<file path="src/rtl/digit_bank.sv">
// Bank of 32 editable digits with one-hot increment, sticky multi-hot error,
// and a slow_clock-paced scan-out that blinks the digit under the edit cursor.
module digit_bank #(
  parameter int unsigned MODULUS   = 10,
  parameter int unsigned BLINK_BIT = 3
) (
  input  logic         clk,
  input  logic         reset,
  input  logic         slow_clock,
  input  logic [31:0]  doInc,
  input  logic [4:0]   digit,
  input  logic         clear,
  output logic [4:0]   scan_idx,
  output logic [3:0]   scan_val,
  output logic         scan_blank,
  output logic [127:0] digits_flat,
  output logic         onehot_err
);

  localparam logic [3:0] MaxVal = 4'(MODULUS - 1);

  logic [3:0] digits_q [32];
  logic [3:0] digits_d [32];
  logic [4:0] scan_q, scan_d;
  logic [7:0] blink_q, blink_d;
  logic       err_q, err_d;
  logic       inc_multi;

  always_comb begin
    // Clearing the lowest set bit leaves something only when two or more bits are set.
    inc_multi = (doInc & (doInc - 32'd1)) != 32'd0;
    digits_d  = digits_q;
    err_d     = err_q;
    if (clear) begin
      for (int n = 0; n < 32; n++) digits_d[n] = 4'd0;
      err_d = 1'b0;
    end else if (slow_clock) begin
      if (inc_multi) begin
        err_d = 1'b1;
      end else begin
        for (int n = 0; n < 32; n++) begin
          // >= also folds any out-of-range value back to zero.
          if (doInc[n]) digits_d[n] = (digits_q[n] >= MaxVal) ? 4'd0 : digits_q[n] + 4'd1;
        end
      end
    end
    scan_d  = slow_clock ? scan_q + 5'd1 : scan_q;
    blink_d = slow_clock ? blink_q + 8'd1 : blink_q;
  end

  always_ff @(posedge clk) begin
    if (reset) begin
      for (int n = 0; n < 32; n++) digits_q[n] <= 4'd0;
      scan_q  <= 5'd0;
      blink_q <= 8'd0;
      err_q   <= 1'b0;
    end else begin
      digits_q <= digits_d;
      scan_q   <= scan_d;
      blink_q  <= blink_d;
      err_q    <= err_d;
    end
  end

  always_comb begin
    digits_flat = '0;
    for (int n = 0; n < 32; n++) digits_flat[4*n +: 4] = digits_q[n];
  end

  assign scan_idx   = scan_q;
  assign scan_val   = digits_q[scan_q];
  assign scan_blank = (scan_q == digit) && blink_q[BLINK_BIT];
  assign onehot_err = err_q;

endmodule

</file>
<file path="config.mk">
export PLATFORM = sky130hd
export DESIGN_NAME = digit_bank
export DESIGN_NICKNAME = d
export VERILOG_FILES = /design/src/rtl/digit_bank.sv
export SDC_FILE = /design/constraint.sdc
export NUM_CORES = 1
export LEC_CHECK = 0
export ABC_AREA = 1
export CAP_MARGIN = 20
export CORE_MARGIN = 1
export CORE_UTILIZATION = 50
export DETAILED_ROUTE_END_ITERATION = 10
export PLACE_DENSITY = 0.72
export SYNTH_ARGS = -nofsm -noshare
export SYNTH_HDL_FRONTEND = slang
export SYNTH_SLANG_ARGS = --single-unit
export TNS_END_PERCENT = 10
</file>
<file path="constraint.sdc">
create_clock -name clk -period 3.6 [get_ports clk]
set_input_delay 0.9 -clock clk [delete_from_list [all_inputs] [get_ports clk]]
set_output_delay 0.9 -clock clk [all_outputs]
set_load 0.02 [all_outputs]
</file>
* Word-level counts from Yosys, hierarchy flattened
Cells that the tools add are included.
** Word-level totals
- Register bits after elaboration :: 142
- Input port bits :: 41
- Output and inout bits :: 139
- Word-level logic and storage cells :: 178
** Operators by class
- Add/sub/neg operators :: 35
- $lt $le $gt $ge :: 33
- Equal/unequal tests :: 1
- Muxes and demuxes :: 35
- Bitwise gates (word level) :: 3
- Reduce and logical (&&, ||, !) cells :: 36
** Operators with widths (count)
- $mux 4 :: 34
- $add 4x1->4 const B :: 32
- $ge 4x4->1 const B :: 32
- $reduce_and 3->1 :: 32
- $and 32x32->32 :: 1
- $reduce_bool 32->1 :: 1
- $sub 32x1->32 const B :: 1
- $bmux 4 s5 :: 1
- $add 8x1->8 const B :: 1
- $ge 6x6->1 const B :: 1
- $not 5->6 :: 1
- $add 5x1->5 const B :: 1
- $eq 5x5->1 :: 1
- $reduce_and 2->1 :: 1
- $reduce_or 2->1 :: 1
- $logic_and 1x1->1 :: 1
- $not 1->1 :: 1

* Longest topological paths before layout
Gate-level depths: netlist (run 1).
- Depth after elaboration :: 5
- Gate-level depth with buffers :: 17
- Gate-level depth less buffers :: 14

* Worst setup path before layout (run 1)
OpenSTA, ideal clock, no wires.
- Path type :: reg2out
- Start point :: register scan_q[0], in the netlist scan_idx[0]
- End point :: output scan_blank
- Data arrival time :: 1.903 ns
- Path slack :: 0.797 ns
- Cell stages (with the launch flop) :: 7
- Cell sequence :: dfxtp_1 inv_1 clkbuf_1 clkbuf_1 or2_2 o2111ai_1 nor4_1
** Between the ends
- Cells in the longest elaborated chain, start to end :: 2
** Ends and longest elaborated chain
- from (decl) :: line 24 : logic [4:0] scan_q, scan_d;
- from (signal assigned) :: line 59 : scan_q <= scan_d;
- $eq 5x5->1 :: line 72 : assign scan_blank = (scan_q == digit) && blink_q[BLINK_BIT];
- $logic_and 1x1->1 :: line 72
- to (decl) :: line 15 : output logic scan_blank,
Every way passes these cells.

* Worst setup path in the final report (run 1)
- Start point :: input digit[4]
- End point :: output scan_blank
** Between the ends
- Cells in the longest elaborated chain, start to end :: 2
** Ends and longest elaborated chain
- from (decl) :: line 11 : input logic [4:0] digit,
- $eq 5x5->1 :: line 72
- $logic_and 1x1->1 :: line 72
Every way passes these cells.

==> flow_summary.json, run 1 <==
{
  "drc": 0,
  "setup_viol": 0,
  "worstPathArrival_ns": 2.62,
  "mostFrequentLayoutCell": "nand2_1",
  "dr.pass1.iters": 5,
  "crit_path_frequent_cell": "clkdlybuf4s50_1",
  "critical_path.endpoint_type": "output pin",
  "cp-startpoint": "digit[4]",
  "drt-total-wl_um": 35400,
  "synthTopCellsByArea": "dfxtp_1 26%, ha_1 11%, nand2_1 9.6%",
  "post_cts_buffers": 0,
  "crit_type": "in -> out",
  "synth_seq_cells": 138,
  "worst-r2r-cell-count": 8,
  "max_stage_delay_ns": 0.69,
  "hold_path_class": "reg -> reg",
  "synth.net_count": 1769,
  "hold_ws_ns": 0.509,
  "finalCritPeriodShare_pct": 97.7,
  "grt_max_degree": 171,
  "netlist_instances": 1630,
  "root_buffer": "clkbuf_16",
  "die_w_um": 149,
  "drive_above_1_share_pct": 6.89,
  "drtAntennaViolNets": 0,
  "fin_worst_skew_ns": 0.00727,
  "relSlewSlack_pct": 48.4,
  "r2r-start": "digits_flat[52]$_SDFFE_PP0P_",
  "place.gp.congestion": 0.986,
  "crit_chain": "clkdlybuf4s50_1 > xor2_1 > nor4_1 > clkdlybuf4s50_1",
  "grt.overflow.total": 0,
  "synthArstFlopShare_pct": 0,
  "finalHoldViolations": 0,
  "grt_pass1_vias": 10700,
  "ys_warn_count": 0,
  "nets": 1925,
  "vias_per_cell": 5.73,
  "io_buffers": 179,
  "synth_area_leader_cell": "dfxtp_1",
  "worst_slew_pin_slew_ns": 0.774,
  "cts_made_buffers": 17,
  "dp_hpwl_um": 25100,
  "drtIter0Drc": 1096,
  "cts_tree": "built",
  "htreeDepth": 4,
  "clk_latency_ns": 0.43,
  "synth_flop_cell": "dfxtp_1",
  "syn_to_final_growth_pct": 26.9,
  "hold_path_depth": 2,
  "synth_top_area_share_pct": 25.6,
  "required_ns": 2.70,
  "leakage_nw": 4.88,
  "core_area_um2": 21100,
  "worstHoldStart": "onehot_err$_SDFFE_PP0P_",
  "antenna_cells": 0,
  "layout_min_cycle_time_ns": 3.52,
  "max_cap_viol_count": 0,
  "die-area_um2": 22200,
  "wl_per_cell_um": 17.1,
  "grt_pass1_wl_um": 56200,
  "crit_path_start_kind": "input pin",
  "final_cells": 2074,
  "grt.total_usage_pct": 32.1,
  "synth.avg_cell_area_um2": 6.62,
  "critical-path-slowest-cell": "clkdlybuf4s50_1",
  "mostFrequentLayoutCells": "277 x nand2_1, 227 x nor2_1, 174 x clkdlybuf4s50_1",
  "clock_sinks": 138,
  "path_max_fanout": 1,
  "synth_area_um2": 10800,
  "post-place-cells": 2042,
  "status": "finished, final reports clean",
  "seq_area_frac_synth_pct": 25.6,
  "antenna_found_initial": 0,
  "slew_viol_final": 0,
  "peakVddDrop_mv": 0.255,
  "ios": 180,
  "clk_pin_slew_ns": 0.06,
  "rsz0062_at_grt": "no",
  "vias": 11900,
  "synth_cell_types": 38,
  "r2r_slack_ns": 1.86,
  "die_h_um": 149,
  "clock.fmax_mhz": 284,
  "clockBufferDepth": 2,
  "synth_edf_count": 0,
  "powerDensity_nw_per_um2": 287,
  "initial_core_util_pct": 51.2,
  "rows": 53
}
==> registers in the layout (all words and copies together) (netlist names) <==
signal and count:
digits_flat 128, scan_idx 5, onehot_err 1, blink_q 4
==> per-layer routing <==
layer | track usage [%] | wire length (um) | up-vias
met1 | 42.9 | 15500 | 5553
met3 | 6.42 | 2870 | 62
met4 | 11.6 | 864 | 0
met2 | 51.0 | 16100 | 507
li1 | - | - | 5772
met5 | 0 | 0 | -
==> kinds of logic after synthesis <==
group | synth area share [%]
simple gates | 32.4
compound gates | 15.0
buf+inv | 10.4
flops | 25.6
fa+ha+maj | 11.4
xor+xnor | 5.35
==> path summary, 6_finish.rpt <==
path,endpoint
worst min register to register,onehot_err$_SDFFE_PP0P_
worst max register to register,digits_flat[53]$_SDFFE_PP0P_
worst min-delay path,onehot_err$_SDFFE_PP0P_
worst max-delay path,scan_blank
==> cell usage after synthesis (all sizes together), types with 6 or more instances <==
library cell / n
nand3b: 7
and2: 8
buf: 31
xor2: 34
a21oi: 164
nor3: 7
xnor2: 32
nand2: 278
clkbuf: 75
a21boi: 18
o21ai: 94
nor2: 236
a31oi: 14
inv: 158
dfxtp: 138
nand4: 162
nand3: 53
o211ai: 6
ha: 98
==> what timing repair did <==
| action | in CTS | in global routing |
|---|---|---|
| gates resized for setup | 6 | 3 |
| cloned | 0 | 0 |
| hold buffers | 0 | 0 |
| setup endpoints to repair | 4 | 2 |
| pin swaps | 0 | 0 |
==> power breakdown <==
| part | internal, W | total (W) | switching, W |
|---|---|---|---|
| registers | 0.00153 | 0.00154 | 0.00000389 |
| logic | 0.000149 | 0.000445 | 0.000295 |
| clock network | 0.00120 | 0.00196 | 0.000753 |
==> critical path: cells and delay by family <==
family        cells  cell delay (ns)
simple gates      1             0.44
xor+xnor          1             0.17
buf+inv           2             1.10
==> layout make-up <==
type                            count  area [um2]
Fill cell                        1917        7380
Multi-Input combinational cell   1226        6920
Sequential cell                   138        2760
Timing Repair Buffer              243        2430
Inverter                          160         602
Clock buffer                       19         453
Tap cell                          275         344
Clock inverter                     13         190
==> per-stage QoR <==
| stage | area [um2] | setup slack (ns) | power (W) | setup TNS, ns | util, % |
|---|---|---|---|---|---|
| after CTS | 13700 | 0.00277 | 0.00394 | 0 | 65.0 |
| after detailed placement | 13100 | 0.0141 | 0.00200 | 0 | 61.9 |
| final | 13700 | 0.0839 | 0.00394 | 0 | 65.0 |
| after global routing | 13700 | 0.000192 | 0.00405 | 0 | 65.0 |
| after floorplan | 10800 | 0.797 | 0.00180 | 0 | - |
| after global placement | 13100 | -0.0112 | 0.00200 | -0.0429 | 61.9 |
No activity file was read; power rests on OpenSTA's default activity.
==> inputs of run 2 (changes only) <==
GPL_TIMING_DRIVEN = 0   (was not set)
==> flow_summary.json, run 2 (synthesis results as in run 1) <==
{
  "layout_min_cycle_time_ns": 3.68,
  "dr.max_layer_used": "met4",
  "wl_per_cell_um": 21.3,
  "cts_made_buffers": 17,
  "power_switching_w": 0.00119,
  "htreeDepth": 4,
  "dr.pass1.iters": 6,
  "r2r-start": "digits_flat[0]$_SDFFE_PP0P_",
  "grt_max_degree": 17,
  "relSlewSlack_pct": 37.6,
  "finalCritPeriodShare_pct": 102,
  "violations": "negative setup slack",
  "status": "finished, violations left",
  "crit_type": "reg -> out",
  "stdcell_area_um2": 13400,
  "grt.total_usage_pct": 39.6,
  "multi_input_area_um2": 6960,
  "setup_slack_ns": -0.0843,
  "wl_met1_um": 18200,
  "worst_slew_pin_slew_ns": 0.936,
  "mostFrequentLayoutCell": "nand2_1",
  "setup_tns_ns": -0.134,
  "clk_pin_slew_ns": 0.07,
  "die-area_um2": 22200,
  "slew_viol_final": 0,
  "antenna_found_initial": 0,
  "leakage_nw": 4.68,
  "wl_met2_um": 19500,
  "regArea_um2": 2770,
  "clockBufferDepth": 2,
  "drtIter0Drc": 1383,
  "final_cells": 2089,
  "die_h_um": 149,
  "place_area_um2": 12600,
  "nets": 1940,
  "drt-total-wl_um": 44400,
  "post-place-cells": 2055,
  "ios": 180,
  "rows": 53,
  "drc": 0,
  "mostFrequentLayoutCells": "277 x nand2_1, 227 x nor2_1, 163 x a21oi_1",
  "grt_pass1_wl_um": 66600,
  "worstPathArrival_ns": 2.78,
  "clock.fmax_mhz": 271,
  "core_area_um2": 21100,
  "peakVddDrop_mv": 0.296,
  "powerDensity_nw_per_um2": 286,
  "cts_hold_buf": 0,
  "max_cap_viol_count": 0,
  "antenna_cells": 0,
  "io_buffers": 150,
  "path_max_fanout": 10,
  "worst-r2r-cell-count": 8,
  "clk_latency_ns": 0.43,
  "setup_viol": 2,
  "finalHoldViolations": 0,
  "drive_above_1_share_pct": 6.56,
  "crit_path_start_kind": "flip-flop",
  "grt_pass1_vias": 11600,
  "drtAntennaViolNets": 0,
  "root_buffer": "clkbuf_16",
  "grt.overflow.total": 0,
  "power.internal_w": 0.00263,
  "clock_sinks": 138,
  "cts_tree": "built",
  "syn_to_final_growth_pct": 23.7,
  "rsz0062_at_grt": "yes",
  "p_clk_share_pct": 46.8,
  "vias_per_cell": 6.08,
  "combinationalPowerShare_pct": 12.8,
  "power_frac_seq_pct": 40.4,
  "die_w_um": 149,
  "initial_core_util_pct": 51.2,
  "r2r_slack_ns": 1.78,
  "hold_path_class": "reg -> reg",
  "dp_hpwl_um": 31900,
  "fin_worst_skew_ns": 0.00673,
  "place.gp.congestion": 0.997,
  "cp-startpoint": "scan_idx[0]$_SDFFE_PP0P_",
  "critPathCapture": "scan_val[1]",
  "vias": 12700,
  "critical_path.endpoint_type": "output pin",
  "n_fill_cell": 1989,
  "required_ns": 2.70,
  "p_total_w": 0.00382,
  "p_sw_share_pct": 31.1,
  "r2r-end": "digits_flat[1]$_SDFFE_PP0P_",
  "met3_length_um": 4880,
  "largest_reg_flops": 128
}
## run 2: cell count changes in the layout (fill, tap and decap cells not counted), sizes merged, moves of 2 or more
cell	change
clkdlybuf4s15	+2
bufinv	-3
clkbuf	+73
buf	-29
clkinvlp	+3
clkdlybuf4s50	-30
## run 2: per-layer routing
layer	global-route usage [%]	vias up
li1	-	5794
met1	52.8	5960
met2	61.3	826
met3	7.80	120
met4	18.6	0
met5	0	-
## run 2: through the flow
| step | worst slack, ns | util (%) | hold slack [ns] |
|---|---|---|---|
| after floorplan | 0.797 | - | 0.471 |
| after global placement | -0.650 | 60.0 | 0.461 |
| after detailed placement | -0.614 | 60.0 | 0.495 |
| after CTS | 0.0191 | 63.1 | 0.505 |
| after global routing | -0.0472 | 63.3 | 0.531 |
| final | -0.0843 | 63.3 | 0.507 |
## run 2: worst min-delay path by stage
| stage | start | to | slack, ns | depth (start not counted) |
|---|---|---|---|---|
| after global placement | onehot_err$_SDFFE_PP0P_ | onehot_err$_SDFFE_PP0P_ | 0.46 | 2 |
| after global routing | blink_q[0]$_SDFFE_PP0P_ | blink_q[0]$_SDFFE_PP0P_ | 0.53 | 2 |
| final | onehot_err$_SDFFE_PP0P_ | onehot_err$_SDFFE_PP0P_ | 0.51 | 2 |
| after floorplan | blink_q[1]$_SDFFE_PP0P_ | blink_q[1]$_SDFFE_PP0P_ | 0.47 | 2 |
| after CTS | blink_q[0]$_SDFFE_PP0P_ | blink_q[0]$_SDFFE_PP0P_ | 0.50 | 2 |
| after detailed placement | blink_q[0]$_SDFFE_PP0P_ | blink_q[0]$_SDFFE_PP0P_ | 0.50 | 2 |
## run 2: repair_timing
item | CTS | global route
pin swaps | 0 | 1
setup endpoints to repair | 52 | 131
resized for setup | 54 | 17
buffers inserted | 3 | 0
## run 2: layout make-up
cell class	instances	area share, %
Buffer	105	4.32
Clock buffer	19	3.32
Clock inverter	13	1.00
Inverter	160	4.54
Multi-Input combinational cell	1226	52.1
Sequential cell	138	20.7
Tap cell	275	2.58
Timing Repair Buffer	153	11.4
## run 2: worst max-delay path, stage by stage, from the launching register on
cell and delay [ns]:
dfxtp_2 0.37, inv_1 0.12, clkbuf_2 0.28, clkbuf_8 0.27, a21oi_1 0.15, o21ai_0 0.29
nand3_1 0.16, a32oi_1 0.32, dlygate4sd2_1 0.39
## run 2: power groups by stage
| stage | sequential (W) | clock (W) | combinational (W) |
|---|---|---|---|
| 6_report | 0.00154 | 0.00179 | 0.000488 |
| 5_1_grt | 0.00154 | 0.00185 | 0.000500 |
| 4_1_cts | 0.00154 | 0.00178 | 0.000457 |
| 3_5_place_dp | 0.00157 | 0 | 0.000441 |
| 3_3_place_gp | 0.00157 | 0 | 0.000440 |
| 2_1_floorplan | 0.00157 | 0 | 0.000231 |
